### src/rtl/memory_requester.sv
// CPU-side initiator for the DDR2 controller send/receive handshake: takes one
// cache-line request, drives it to the controller and returns the captured line.
module memory_requester #(
    parameter int TIMEOUT_CYCLES = 4096,
    parameter int CNT_W          = 16
) (
    input  logic         i_clk,
    input  logic         i_rst,
    input  logic         i_req_valid,
    output logic         o_req_ready,
    input  logic         i_req_we,
    input  logic [22:0]  i_req_addr,
    input  logic [15:0]  i_req_strb,
    input  logic [127:0] i_req_data,
    output logic         o_rsp_valid,
    input  logic         i_rsp_ready,
    output logic         o_rsp_we,
    output logic [127:0] o_rsp_data,
    output logic         o_en,
    output logic         o_we,
    output logic [22:0]  o_addr,
    output logic [15:0]  o_strb,
    output logic [127:0] o_data,
    input  logic         i_rcv,
    input  logic         i_done,
    input  logic [127:0] i_data,
    output logic         o_ack,
    output logic         o_busy,
    output logic         o_timeout
);

    typedef enum logic [1:0] {IDLE, SEND, WAIT, RSP} state_e;

    localparam logic [CNT_W-1:0] TO_LIMIT = CNT_W'(TIMEOUT_CYCLES);

    state_e         state_q;
    logic           en_q, we_q, ack_q, rsp_valid_q, rsp_we_q, timeout_q;
    logic [22:0]    addr_q;
    logic [15:0]    strb_q;
    logic [127:0]   data_q, rsp_data_q;
    logic           rcv_low_q, done_seen_q, done_cmp_q;
    logic [CNT_W-1:0] cnt_q;

    logic           active, capture, cnt_run;
    logic           rcv_low_d, done_cmp_d;
    logic [CNT_W-1:0] cnt_d;

    // Completion flags are evaluated with this cycle's inputs so RSP is entered
    // on the same edge that observes the last of the two handshake releases.
    always_comb begin
        active     = (state_q == SEND) || (state_q == WAIT);
        capture    = active && i_done && !done_seen_q;
        rcv_low_d  = rcv_low_q || ((state_q == WAIT) && !i_rcv);
        done_cmp_d = done_cmp_q || (ack_q && !i_done);
        cnt_run    = active && !done_seen_q && (cnt_q != '1);
        cnt_d      = cnt_run ? cnt_q + CNT_W'(1) : cnt_q;
    end

    always_ff @(posedge i_clk) begin
        if (i_rst) begin
            state_q     <= IDLE;
            en_q        <= 1'b0;
            we_q        <= 1'b0;
            addr_q      <= '0;
            strb_q      <= '0;
            data_q      <= '0;
            ack_q       <= 1'b0;
            rsp_valid_q <= 1'b0;
            rsp_we_q    <= 1'b0;
            rsp_data_q  <= '0;
            timeout_q   <= 1'b0;
            rcv_low_q   <= 1'b0;
            done_seen_q <= 1'b0;
            done_cmp_q  <= 1'b0;
            cnt_q       <= '0;
        end else begin
            cnt_q <= cnt_d;
            if ((TIMEOUT_CYCLES != 0) && cnt_run && (cnt_d == TO_LIMIT))
                timeout_q <= 1'b1;
            unique case (state_q)
                IDLE: begin
                    if (i_req_valid) begin
                        we_q        <= i_req_we;
                        addr_q      <= i_req_addr;
                        strb_q      <= i_req_strb;
                        data_q      <= i_req_data;
                        en_q        <= 1'b1;
                        rcv_low_q   <= 1'b0;
                        done_seen_q <= 1'b0;
                        done_cmp_q  <= 1'b0;
                        cnt_q       <= '0;
                        state_q     <= SEND;
                    end
                end
                SEND, WAIT: begin
                    if (capture) begin
                        rsp_data_q  <= i_data;
                        ack_q       <= 1'b1;
                        done_seen_q <= 1'b1;
                    end else if (ack_q && !i_done) begin
                        ack_q      <= 1'b0;
                        done_cmp_q <= 1'b1;
                    end
                    rcv_low_q <= rcv_low_d;
                    if (state_q == SEND) begin
                        if (i_rcv) begin
                            en_q    <= 1'b0;
                            state_q <= WAIT;
                        end
                    end else if (rcv_low_d && done_cmp_d) begin
                        rsp_valid_q <= 1'b1;
                        rsp_we_q    <= we_q;
                        state_q     <= RSP;
                    end
                end
                RSP: begin
                    if (i_rsp_ready) begin
                        rsp_valid_q <= 1'b0;
                        state_q     <= IDLE;
                    end
                end
                default: state_q <= IDLE;
            endcase
        end
    end

    assign o_req_ready = (state_q == IDLE);
    assign o_busy      = (state_q != IDLE);
    assign o_en        = en_q;
    assign o_we        = we_q;
    assign o_addr      = addr_q;
    assign o_strb      = strb_q;
    assign o_data      = data_q;
    assign o_ack       = ack_q;
    assign o_rsp_valid = rsp_valid_q;
    assign o_rsp_we    = rsp_we_q;
    assign o_rsp_data  = rsp_data_q;
    assign o_timeout   = timeout_q;

endmodule

### config.mk
export PLATFORM = sky130hd
export DESIGN_NAME = memory_requester
export DESIGN_NICKNAME = d
export VERILOG_FILES = /design/src/rtl/memory_requester.sv
export SDC_FILE = /design/constraint.sdc
export NUM_CORES = 1
export LEC_CHECK = 0
export ABC_CLOCK_PERIOD_IN_PS = 3430
export CORE_AREA = 3 3 231 233
export CTS_BUF_LIST = sky130_fd_sc_hd__clkbuf_8
export DETAILED_ROUTE_END_ITERATION = 8
export DIE_AREA = 0 0 234 236
export GPL_TIMING_DRIVEN = 0
export PLACE_DENSITY = 0.6
export SETUP_SLACK_MARGIN = 0.5
export SYNTH_ARGS = -nofsm -noshare
export SYNTH_HDL_FRONTEND = slang
export SYNTH_SLANG_ARGS = --single-unit
### constraint.sdc
create_clock -name i_clk -period 3.43 [get_ports i_clk]
set_input_delay 0.5145 -clock i_clk [delete_from_list [all_inputs] [get_ports i_clk]]
set_output_delay 0.5145 -clock i_clk [all_outputs]
set_load 0.005 [all_outputs]
==> out/metrics.cfg, run 1 <==
[layout]
post-route-util=0.382
fillCellCount=5351
syn_to_final_growth_pct=68.6
drive_above_1_share=0.0492
nNetsFinal=2450
instances_no_fill=2860

[critical_path]
crit_path_end_kind=flop
path_class=flop to flop
cp.arrival_ns=3.19
crit_required_ns=3.97
path_max_fanout=10
start_kind=flop

[detailed_routing]
vias=12300
drt-total-wl_um=49000
viasPerCell=4.29
wl_per_cell_um=17.1
drtIter0Drc=469
dr.pass1.iters=4
ant_nets=0
drc=0

[power]
internal_power_w=0.00827
pwr-share-clk=0.278
switching_power_w=0.00405
combPwrFrac=0.334
power.total_w=0.0123
seqPwrFrac=0.388
leakagePower_nw=7.09
p_sw_frac=0.329
powerDensity_nw_per_um2=628
ir_worst_vdd_uv=304

[global_route]
grt_max_degree=15
grt.overflow.total=0
grt_pass1_vias=12200
grt_usage=0.168
antenna_found_initial=3
grt_pass1_wl_um=71300

[synth]
syn_nets=1788
synth_top_flop_cell=dfxtp_1
async_flop_share=0
synth_area_um2=11700
synthCells=1481
synth_edf_count=0
yosys_warnings=0
synth-seq-cells=322
syn_area_per_cell_um2=7.87
synth.distinct_cells=45
yosysSeqAreaShare=0.553

[timing]
hold_viol_final=0
max_freq_mhz=378
post-route-period-util=0.772
period_needed_ns=2.65
max_slew_margin=0.280
tns_ns=0
clock_skew_ns=0.0271
tightest_slew_ns=1.08
finalSetupViolCount=0
slew_violations=0
rsz0062_at_grt=no

[clock_tree]
post_cts_buffers=0
root_buffer=clkbuf_8
cts_resized=3
cts_buffer_depth=3
clock_latency_ns=0.61
cts_hold_buffers=0
h-tree-depth=2
tritoncts=yes
cts_made_buffers=56
clkTransAtPathRegs_ns=0.06
clkSinkCount=322

[floorplanning]
die_h_um=236
ios=605
num_rows=83
core_um2=51400
start_util=0.227
die_w_um=234
die-area_um2=55200

[flow_run]
maxCapViolCount=0

[min_path]
hold_class=primary input to flop

[placed_design]
place_congestion=0.857
dp_cells=2765
io_buffers=604
detailed_place_hpwl_um=38300

[outcome]
status=completed

-- metal layers --
layer / GRT usage / share of wire / up-vias
met4: 0.0640 / 0.031 / 0
met3: 0.0665 / 0.095 / 72
met1: 0.180 / 0.38 / 5668
met2: 0.293 / 0.49 / 406
met5: 0 / 0 / -
li1: - / - / 6133
-- final cells by class --
cell class	count	area, um2	share of cell area
flip-flops and latches	322	6450	0.328
repair buffers	604	6050	0.308
multi-input cells	1042	4710	0.240
clock buffers	72	991	0.0504
well taps	680	851	0.0433
plain buffers	111	480	0.0245
clock inverters	20	88.8	0.00452
inverters	6	22.5	0.00115
diodes	3	7.51	0.000382
-- synth_stat cells, types with 2 or more instances --
master     instances  area share
xor2_1             5      0.0038
xnor2_1            8      0.0060
a21oi_1          314        0.13
and4_1             5      0.0038
nor2b_1            6      0.0032
or3_2              2      0.0013
nand2_1          605        0.19
nand2b_1           2      0.0011
buf_2              6      0.0026
nand4_4            2      0.0037
o21ai_0            6      0.0026
nor3_1            10      0.0043
buf_4              5      0.0032
and3_1             5      0.0027
nand3_1           10      0.0043
inv_1              6      0.0019
ha_1               5      0.0054
nand4_1            5      0.0027
nor2_1            22      0.0071
dfxtp_1          322        0.55
o2111ai_1          2      0.0015
and2b_2            2      0.0015
buf_1              5      0.0016
and2_1             3      0.0016
clkbuf_1          92       0.030
mux2i_1            3      0.0026
or3_1              2      0.0011
o22ai_1            2      0.0011
a211oi_1           2      0.0013
and3b_1            2      0.0015
-- critical path, stage by stage (launching register included) --
cell and delay, ns:
dfxtp_1 0.39, inv_1 0.08, ha_1 0.30, nor2b_1 0.25, buf_2 0.29, and2_1 0.18, clkbuf_2 0.33, clkbuf_1 0.42
nand2_1 0.17, a21oi_1 0.14
-- kinds of logic after synthesis --
kind of cell,synth area share
AOI/OAI and AO/OA,0.146
xor gates and xnor gates,0.00977
adders and majority gates,0.00537
buffers and inverters,0.0427
DFF,0.553
muxes,0.00354
and+or+nand+nor,0.240
-- state kept, by name (all words and copies together) (netlist names) --
register and count:
cnt_q 16, done_cmp_q 1, done_seen_q 1, o_ack 1
o_addr 23, o_data 128, o_en 1, o_rsp_data 128
o_rsp_valid 1, o_rsp_we 1, o_strb 16, o_timeout 1
o_we 1, rcv_low_q 1, state_q 2
-- worst paths after layout --
path / slack [ns] / from / endpoint / cells past startpoint
max: 0.78 / state_q[0] / o_rsp_data[15] / 9
min: 0.44 / i_data[59] / o_rsp_data[59] / 3
max reg2reg: 0.78 / state_q[0] / o_rsp_data[15] / 9
min reg2reg: 0.45 / o_rsp_data[89] / o_rsp_data[89] / 2
-- power groups by stage --
| stage | clock (W) | combinational (W) | sequential [W] |
|---|---|---|---|
| after floorplan | 0 | 0.00165 | 0.00487 |
| after global placement | 0 | 0.00414 | 0.00483 |
| after detailed placement | 0 | 0.00417 | 0.00486 |
| after CTS | 0.00357 | 0.00419 | 0.00479 |
| after global routing | 0.00373 | 0.00454 | 0.00486 |
| final | 0.00342 | 0.00412 | 0.00478 |
-- cell usage in the layout (no fill, tap or decap), drive strengths merged, types with 2 or more instances in the layout --
cell type / n
nand2: 605
clkdlybuf4s50: 604
dfxtp: 322
a21oi: 314
clkbuf: 164
nor2: 22
inv: 21
buf: 18
nand3: 10
nor3: 10
xnor2: 8
nand4: 7
nor2b: 6
o21ai: 6
and3: 6
and4: 5
xor2: 5
ha: 5
clkinv: 4
or3: 4
diode: 3
and2: 3
mux2i: 3
and3b: 3
nand2b: 2
o22ai: 2
a211oi: 2
and2b: 2
o2111ai: 2
-- metrics by stage --
step | hold WS (ns) | cell area, um2 | setup slack (ns)
5_1_grt | 0.391 | 19600 | 0.505
4_1_cts | 0.352 | 19600 | 0.618
6_report | 0.438 | 19600 | 0.782
3_3_place_gp | 0.441 | 18600 | 0.0305
2_1_floorplan | 0.453 | 11700 | 1.36
3_5_place_dp | 0.446 | 18600 | 0.0328
Power figures use the tool's default switching activity.
==> run 2, diff against run 1 <==
- ABC_CLOCK_PERIOD_IN_PS: 3430 -> 2100
- PLACE_DENSITY: 0.6 -> 0.61
- clock period: 3.43 -> 2.1 ns (I/O delays scaled with it)
==> run 2 against run 1 <==
  * Final area grew 24%
  * Sequential power grew 64%
  * Hold slack lost 0.21 ns
  * Count of clock-buffer cells in the layout shrank 2
  * Maximum frequency grew 35%
  * Wire length grew 13%
  * Combinational power grew to 2.6 times the previous value
  * Setup slack lost 0.64 ns
  * Critical path depth grew 1
==> out/metrics.cfg, run 2 (synthesized netlist as in run 1, its figures left out) <==
[global_route]
grt_max_degree=15  ; unchanged
grt_usage=0.170  ; was 0.168
grt_pass1_wl_um=73000  ; was 71300 um
grt_pass1_vias=12700  ; was 12200
antenna_found_initial=2  ; was 3
grt.overflow.total=0  ; unchanged

[flow_run]
maxCapViolCount=0  ; unchanged

[clock_tree]
cts_made_buffers=56  ; unchanged
h-tree-depth=2  ; unchanged
clock_latency_ns=0.62  ; was 0.61 ns
tritoncts=yes  ; unchanged
cts_hold_buffers=0  ; unchanged
clkSinkCount=322  ; unchanged
root_buffer=clkbuf_8  ; unchanged
clkTransAtPathRegs_ns=0.06  ; about the same
cts_buffer_depth=3  ; unchanged

[layout]
finalInstanceArea_um2=24400  ; was 19600 um2
nNetsFinal=2526  ; was 2450
fillCellCount=4618  ; was 5351
layout_common_cells=nand2_1, clkdlybuf4s50_1, dlymetal6s2s_1  ; was nand2_1, clkdlybuf4s50_1, dfxtp_1
drive_above_1_share=0.307  ; was 0.0492
post-route-util=0.474  ; was 0.382
instances_no_fill=2938  ; was 2860
syn_to_final_growth_pct=109  ; was 68.6%
layout.cells.most_common=nand2_1  ; unchanged

[min_path]
hold_depth=3  ; unchanged
hold_class=primary input to flop  ; unchanged
min_from=i_req_data[10]  ; was i_data[59]
min_to=o_data[10]  ; was o_rsp_data[59]

[placed_design]
dp_cells=2765  ; unchanged
detailed_place_hpwl_um=37700  ; was 38300 um
place_congestion=0.895  ; was 0.857
place_area_um2=18700  ; was 18600 um2
io_buffers=604  ; unchanged

[floorplanning]
core_um2=51400  ; unchanged
ios=605  ; unchanged
die-area_um2=55200  ; unchanged
start_util=0.227  ; unchanged
die_h_um=236  ; unchanged
die_w_um=234  ; unchanged
num_rows=83  ; unchanged

[detailed_routing]
wl_met3_um=4740  ; was 4650 um
drt-total-wl_um=55200  ; was 49000 um
highest_layer=met5  ; was met4
wl_met1_um=19700  ; was 18700 um
vias=13300  ; was 12300
drc=0  ; unchanged
drtIter0Drc=441  ; was 469
dr.pass1.iters=4  ; unchanged
wl_met2_um=28700  ; was 24200 um
wl_per_cell_um=18.8  ; was 17.1 um
ant_nets=0  ; unchanged
viasPerCell=4.51  ; was 4.29

[timing]
hold_viol_final=0  ; unchanged
tightest_slew_ns=0.908  ; was 1.08 ns
period_needed_ns=1.96  ; was 2.65 ns
max_slew_margin=0.394  ; was 0.280
slew_violations=0  ; unchanged
hold_slack_ns=0.231  ; was 0.438 ns
clock_skew_ns=0.0312  ; was 0.0271 ns
max_freq_mhz=511  ; was 378 MHz
rsz0062_at_grt=yes  ; was no
post-route-period-util=0.932  ; was 0.772
finalSetupViolCount=0  ; unchanged

[critical_path]
max_stage_delay_ns=0.33  ; was 0.42 ns
path_buf_inv=5  ; was 4
path_class=flop to flop  ; unchanged
rrSetupSlack_ns=0.14  ; was 0.78 ns
r2r_start=state_q[1]  ; was state_q[0]
start_kind=flop  ; unchanged
crit_path_end_kind=flop  ; unchanged
r2r_end=o_rsp_data[56]  ; was o_rsp_data[15]
critPathTopFamily=buffers and inverters  ; unchanged
reg2reg_depth=10  ; was 9
cp.arrival_ns=2.48  ; was 3.19 ns
path_max_fanout=7  ; was 10
crit_chain=inv_2 -> ha_4 -> nor2b_4 -> buf_6 -> and2_4 -> buf_6 -> clkbuf_16 -> clkbuf_16 -> nand2_4 -> a21oi_2  ; was inv_1 -> ha_1 -> nor2b_1 -> buf_2 -> and2_1 -> clkbuf_2 -> clkbuf_1 -> nand2_1 -> a21oi_1
cpMaxStageDelayCell=dfxtp_2  ; was clkbuf_1
crit_required_ns=2.62  ; was 3.97 ns

[outcome]
status=completed  ; unchanged

[power]
powerDensity_nw_per_um2=999  ; was 628 nW/um2
power.total_w=0.0244  ; was 0.0123 W
ir_worst_vdd_uv=649  ; was 304 uV
leakagePower_nw=14.2  ; was 7.09 nW

## run 2: cell count changes in the layout (fill, tap and decap cells not counted), moves of 150 or more
cell and delta:
nand2_1 -183, clkdlybuf4s50_1 -303, nand2_4 +150, dlymetal6s2s_1 +294, a21oi_2 +191, a21oi_1 -192
## run 2: per-stage QoR
step | setup WS, ns | TNS (ns)
detailed placement | -0.725 | -107.72
global route | 0.0272 | 0
finish | 0.142 | 0
global placement | -0.698 | -104.66
floorplan | 0.330 | 0
CTS | 0.164 | 0
## run 2: cell type report
type	instances	area, um2	share of cell area
Timing Repair Buffer	680	7910	0.324
Antenna cell	1	2.50	0.000103
Multi-Input combinational cell	1042	6850	0.281
Inverter	6	22.5	0.000923
Buffer	111	1140	0.0469
Clock buffer	70	963	0.0395
Sequential cell	322	6490	0.266
Clock inverter	26	148	0.00605
Tap cell	680	851	0.0349
## run 2: how the worst max path moves through the flow
| stage | start | cells past startpoint | slack, ns | end |
|---|---|---|---|---|
| 6_report | state_q[1] | 10 | 0.14 | o_rsp_data[56] |
| 5_1_grt | state_q[0] | 8 | 0.03 | o_timeout |
| 4_1_cts | o_addr[9] | 1 | 0.16 | o_addr[9] |
| 3_5_place_dp | i_req_valid | 7 | -0.72 | o_addr[17] |
| 3_3_place_gp | i_req_valid | 7 | -0.70 | o_addr[18] |
| 2_1_floorplan | state_q[0] | 8 | 0.33 | o_timeout |
## run 2: worst reg2reg max path, cell delays in order (launching register included)
cell and delay (ns):
dfxtp_2 0.33, inv_2 0.06, ha_4 0.26, nor2b_4 0.19, buf_6 0.16, and2_4 0.19
buf_6 0.12, clkbuf_16 0.17, clkbuf_16 0.18, nand2_4 0.05, a21oi_2 0.13
## run 2: where the power goes
part	total (W)	internal [W]	leakage, nW	switching (W)
Sequential	0.00783	0.00724	2.64	0.000590
Clock	0.00576	0.00310	0.638	0.00266
Combinational	0.0108	0.00565	11.0	0.00512
Total	0.0244	0.0160	14.2	0.00838
## run 2: per-layer routing
layer	GRT usage	up-vias
met5	0	-
met4	0.0657	2
met3	0.0624	108
met2	0.308	519
met1	0.176	6307
li1	-	6326
## run 2: what timing repair did
action / CTS / global route
pin swaps: 55 / 257
gates cloned: 9 / 21
resized for setup: 202 / 942
setup endpoints to repair: 623 / 614
buffers inserted: 23 / 23
